`config.mk`:
```
export PLATFORM = sky130hd
export DESIGN_NAME = sys_ctrl
export DESIGN_NICKNAME = d
export VERILOG_FILES = /design/src/rtl/sys_ctrl.sv
export SDC_FILE = /design/constraint.sdc
export NUM_CORES = 1
export LEC_CHECK = 0
export ABC_AREA = 1
export BUFFER_PORTS_ARGS = -buffer_cell sky130_fd_sc_hd__buf_4
export CAP_MARGIN = 5
export CORE_UTILIZATION = 30
export CTS_CLUSTER_DIAMETER = 80
export DETAILED_ROUTE_END_ITERATION = 7
export GPL_TIMING_DRIVEN = 0
export PLACE_DENSITY = 0.47
export RECOVER_POWER = 25
export SYNTH_ARGS = -nofsm -noshare
export SYNTH_HDL_FRONTEND = slang
export SYNTH_SLANG_ARGS = --single-unit
```
`constraint.sdc`:
```
create_clock -name clk -period 1.82 [get_ports clk]
set_input_delay 0.091 -clock clk [delete_from_list [all_inputs] [get_ports clk]]
set_output_delay 0.091 -clock clk [all_outputs]
set_load 0.02 [all_outputs]
```
`src/rtl/sys_ctrl.sv`:
```
// System controller: decodes UART command bytes into register-file writes/reads
// and ALU operations, then streams read data or ALU results to the TX FIFO.
module sys_ctrl (
    input  logic        clk,
    input  logic        rst_n,
    input  logic [7:0]  RX_P_DATA,
    input  logic        RX_D_VLD,
    input  logic [7:0]  RdData,
    input  logic        RdData_Valid,
    input  logic [15:0] ALU_OUT,
    input  logic        OUT_Valid,
    input  logic        FIFO_FULL,
    output logic        WrEn,
    output logic        RdEn,
    output logic [3:0]  Address,
    output logic [7:0]  WrData,
    output logic        ALU_EN,
    output logic [3:0]  ALU_FUN,
    output logic        CLK_GATE_EN,
    output logic [7:0]  TX_P_DATA,
    output logic        TX_D_VLD
);

    localparam int unsigned DW = 8;
    localparam int unsigned AW = 4;
    localparam int unsigned RW = 16;

    localparam logic [DW-1:0] CMD_WR  = 8'hAA;
    localparam logic [DW-1:0] CMD_RD  = 8'hBB;
    localparam logic [DW-1:0] CMD_ALU = 8'hCC;
    localparam logic [DW-1:0] CMD_FUN = 8'hDD;

    localparam logic [AW-1:0] OPA_ADDR = 4'h0;
    localparam logic [AW-1:0] OPB_ADDR = 4'h1;

    typedef enum logic [3:0] {
        S_IDLE,
        S_WR_ADDR,
        S_WR_DATA,
        S_RD_ADDR,
        S_RD_WAIT,
        S_OP_A,
        S_OP_B,
        S_OP_FUN,
        S_FUN_ONLY,
        S_ALU_WAIT,
        S_TX_RD,
        S_TX_LO,
        S_TX_HI
    } state_t;

    state_t          r_state;
    logic [DW-1:0]   r_rd_data;
    logic [RW-1:0]   r_alu_out;

    // Single registered FSM: strobes default low every cycle, data outputs hold.
    always_ff @(posedge clk or negedge rst_n) begin
        if (!rst_n) begin
            r_state     <= S_IDLE;
            r_rd_data   <= '0;
            r_alu_out   <= '0;
            WrEn        <= 1'b0;
            RdEn        <= 1'b0;
            Address     <= '0;
            WrData      <= '0;
            ALU_EN      <= 1'b0;
            ALU_FUN     <= '0;
            CLK_GATE_EN <= 1'b0;
            TX_P_DATA   <= '0;
            TX_D_VLD    <= 1'b0;
        end else begin
            WrEn     <= 1'b0;
            RdEn     <= 1'b0;
            ALU_EN   <= 1'b0;
            TX_D_VLD <= 1'b0;

            case (r_state)
                S_IDLE: begin
                    if (RX_D_VLD) begin
                        case (RX_P_DATA)
                            CMD_WR:  r_state <= S_WR_ADDR;
                            CMD_RD:  r_state <= S_RD_ADDR;
                            CMD_ALU: r_state <= S_OP_A;
                            CMD_FUN: begin
                                r_state     <= S_FUN_ONLY;
                                CLK_GATE_EN <= 1'b1;
                            end
                            default: r_state <= S_IDLE;
                        endcase
                    end
                end

                S_WR_ADDR: begin
                    if (RX_D_VLD) begin
                        Address <= RX_P_DATA[AW-1:0];
                        r_state <= S_WR_DATA;
                    end
                end

                S_WR_DATA: begin
                    if (RX_D_VLD) begin
                        WrData  <= RX_P_DATA;
                        WrEn    <= 1'b1;
                        r_state <= S_IDLE;
                    end
                end

                S_RD_ADDR: begin
                    if (RX_D_VLD) begin
                        Address <= RX_P_DATA[AW-1:0];
                        RdEn    <= 1'b1;
                        r_state <= S_RD_WAIT;
                    end
                end

                S_RD_WAIT: begin
                    if (RdData_Valid) begin
                        r_rd_data <= RdData;
                        r_state   <= S_TX_RD;
                    end
                end

                S_OP_A: begin
                    if (RX_D_VLD) begin
                        Address <= OPA_ADDR;
                        WrData  <= RX_P_DATA;
                        WrEn    <= 1'b1;
                        r_state <= S_OP_B;
                    end
                end

                // Gate opens on entry to OP_FUN so the ALU clock is live before ALU_EN.
                S_OP_B: begin
                    if (RX_D_VLD) begin
                        Address     <= OPB_ADDR;
                        WrData      <= RX_P_DATA;
                        WrEn        <= 1'b1;
                        CLK_GATE_EN <= 1'b1;
                        r_state     <= S_OP_FUN;
                    end
                end

                S_OP_FUN, S_FUN_ONLY: begin
                    if (RX_D_VLD) begin
                        ALU_FUN <= RX_P_DATA[AW-1:0];
                        ALU_EN  <= 1'b1;
                        r_state <= S_ALU_WAIT;
                    end
                end

                S_ALU_WAIT: begin
                    if (OUT_Valid) begin
                        r_alu_out   <= ALU_OUT;
                        CLK_GATE_EN <= 1'b0;
                        r_state     <= S_TX_LO;
                    end
                end

                S_TX_RD: begin
                    if (!FIFO_FULL) begin
                        TX_P_DATA <= r_rd_data;
                        TX_D_VLD  <= 1'b1;
                        r_state   <= S_IDLE;
                    end
                end

                S_TX_LO: begin
                    if (!FIFO_FULL) begin
                        TX_P_DATA <= r_alu_out[DW-1:0];
                        TX_D_VLD  <= 1'b1;
                        r_state   <= S_TX_HI;
                    end
                end

                S_TX_HI: begin
                    if (!FIFO_FULL) begin
                        TX_P_DATA <= r_alu_out[RW-1:DW];
                        TX_D_VLD  <= 1'b1;
                        r_state   <= S_IDLE;
                    end
                end

                default: r_state <= S_IDLE;
            endcase
        end
    end

endmodule

```
==> run_results.csv <==
group,metric,value,unit
status,status,"complete, no violations",
synthesis,ys_seq_elements,57,
routing,vias,2303,
global_routing,grt_first_pass_wirelength,11.2,mm
synthesis,syn_area_per_cell,8.71,um2
cells_and_area,final_core_util,42.8,%
die,core,8720,um2
critical_path,r2r_slack,0.18,ns
sta,timing.final.hold_violations,0,
sta,finClkSkew,0.00958,ns
global_routing,antenna_found_initial,0,
routing,viasPerCell,4.39,
synthesis,synth_xor_xnor_area_share,0,%
clock_tree,clk_pin_slew_worst_paths,0.07,ns
clock_tree,clock_latency,0.34,ns
synthesis,syn_inst,310,
synthesis,synth_ff_type,"dfrtp_1",
die,die_w,96.9,um
pwr,p_leak,1.93,nW
die,fp.dieH,96.9,um
synthesis,synth.most_common_cell,"nand2_1",
sta,rsz0062_at_grt,"no",
routing,drt_pass1_iterations,4,
synthesis,mappedNetlistNets,348,
synthesis,muxShareOfSynthArea,3.89,%
routing,ant_nets,0,
cells_and_area,layout-drive-gt1-share,29.7,%
critical_path,critPathArrivalTime,1.90,ns
placement,dp_slack,0.169,ns
sta,worst_slew_pin_slew,1.29,ns
sta,slew_violations,0,
synthesis,yosysSeqAreaShare,52.8,%
routing,avgRoutedWirePerCell,12.8,um
synthesis,synth_common_cells,"62 x nand2_1, 57 x dfrtp_1, 46 x nor2_1",
global_routing,grtUsageTotal,15.2,%
sta,tns,0,ns
global_routing,grt_max_degree,58,
synthesis,synth_top_area_cell,"dfrtp_1",
clock_tree,cts_root_buf,"clkbuf_8",
synthesis,ys_top_cells_by_area,"dfrtp_1 53%, nand2_1 8.6%, nor2_1 6.4%",
sta,fin_crit_sh,90.3,%
clock_tree,clock_sinks,57,
sta,fin_crit,1.64,ns
synthesis,ys.warnings.count,0,
run,maxCapViolations,0,
placement,place_area,3330,um2
routing,drtIter0Drc,69,
placement,hpwl,4.80,mm
routing,drc,0,
die,start_util,31.0,%
placement,finalWeightedCongestion,0.828,
synthesis,synth.distinct_cells,26,
synthesis,synth.top_cell.area_share,52.8,%
die,rows,34,
global_routing,grt_pass1_vias,2285,
placement,io_buffers,66,
synthesis,synth_top_family_by_area,"simple AND/OR/NAND/NOR gates",
clock_tree,cts-buffers-inserted,9,
clock_tree,h-tree-depth,3,
hold_path,hold_class,"primary input to register",
synthesis,yosys.area_share.simple,23.8,%
clock_tree,cts_tree,"yes",
cells_and_area,post-route-cell-area,3730,um2
die,dieArea,9390,um2
critical_path,critPathCaptureType,"register",
die,ioPinCount,67,
cells_and_area,fin_nets,450,
pwr,power_density,1400,nW/um2
synthesis,syn_area,2700,um2
critical_path,crit_type,"register to register",
clock_tree,cts_buffer_depth,2,
sta,max_freq,609,MHz
synthesis,synth_edf_count,0,
critical_path,cp_max_fo,10,
pwr,ir_worst_vdd,0.511,mV
synthesis,synth_fa_ha_area_share,0,%
critical_path,required,2.07,ns
clock_tree,postCtsSetupRepairBufs,0,
cells_and_area,area_growth,38.2,%
cells_and_area,fill_cells,913,
cells_and_area,n_antenna_cell,0,
sta,setup_ws,0.177,ns
sta,final-setup-viol-count,0,
critical_path,start_kind,"register",
routing,totalWireLength,6.73,mm
global_routing,overflow,0,
sta,slew_headroom,14.2,%
synthesis,synth_compound_area_share,12.2,%
synthesis,synth-async-reset-ratio,100,%
## area by class of cell
| type | count | area (um2) | share of cell area [%] |
|---|---|---|---|
| Clock buffer | 9 | 124 | 3.32 |
| Timing Repair Buffer | 91 | 724 | 19.4 |
| Inverter | 41 | 154 | 4.12 |
| Clock inverter | 7 | 47.5 | 1.27 |
| Sequential cell | 57 | 1430 | 38.2 |
| Buffer | 5 | 42.5 | 1.14 |
| Multi-Input combinational cell | 207 | 1080 | 28.9 |
| Tap cell | 108 | 135 | 3.62 |
## kinds of logic (layout without fill, tap and decap cells)
family / after synthesis / count (layout)
compound gates: 56 / 56
buf+inv: 46 / 153
flops: 57 / 57
mux: 9 / 9
simple gates: 142 / 142
## sequential cells by signal, summed over array words and instances, names as in the netlist
signal	flops
WrData	8
Address	4
CLK_GATE_EN	1
TX_P_DATA	8
r_rd_data	8
WrEn	1
r_alu_out	16
TX_D_VLD	1
ALU_FUN	4
ALU_EN	1
r_state	4
RdEn	1
## cell usage in the layout, fill, tap and decap left out, drive strengths merged
master       count
o21ai           22
clkinv           5
dfrtp           57
clkinvlp         2
o22ai            7
a21oi           27
nand2           71
dlygate4sd3     25
nor2            49
nand3b           2
and2             1
nor3             2
nand3           17
mux2             9
buf             66
inv             41
clkbuf          14
## per-layer routing
layer | vias to the layer above | routed length, um | GRT usage [%]
li1 | 1192 | - | -
met1 | 1051 | 3180 | 20.5
met2 | 50 | 3140 | 23.3
met3 | 10 | 309 | 4.55
met4 | 0 | 98 | 4.59
met5 | - | 0 | 0
## final timing paths
check / start / endpoint / depth (start not counted)
min: RX_P_DATA[3] / Address[3] / 3
max in group asynchronous: rst_n / r_state[3] / 2
max reg2reg: r_state[1] / TX_P_DATA[0] / 7
min reg2reg: CLK_GATE_EN / CLK_GATE_EN / 2
max: r_state[1] / TX_P_DATA[0] / 7
min in group asynchronous: rst_n / r_alu_out[9] / 2
## what timing repair did
| item | 4_1_cts | 5_1_grt |
|---|---|---|
| resized for setup | 0 | 0 |
| endpoints found under the setup margin | 0 | 0 |
| hold endpoints to repair | 81 | 0 |
| hold buffers | 25 | 0 |
## critical path, cell delays in order (launching register included)
cell and delay [ns]:
dfrtp_1 0.47, nor2_2 0.26, nand2_2 0.21, nand2_1 0.12, nand2_2 0.15, inv_2 0.17
nor2_1 0.05, a21oi_1 0.12
## metrics by stage
| step | power (W) | std cells | hold slack, ns |
|---|---|---|---|
| floorplan | 0.00343 | 310 | -0.205 |
| global placement | 0.00419 | 484 | 0.215 |
| detailed placement | 0.00422 | 484 | 0.214 |
| CTS | 0.00533 | 525 | 0.0101 |
| global route | 0.00564 | 525 | 0.0157 |
| finish | 0.00523 | 525 | 0.0232 |
## where the power goes
group | internal [W] | leakage, nW | switching [W]
combinational | 0.000881 | 1.16 | 0.00125
sequential | 0.00178 | 0.685 | 0.000285
clock | 0.000489 | 0.0850 | 0.000540
total | 0.00315 | 1.93 | 0.00207
Note: power is estimated with default switching activity, not from simulation.
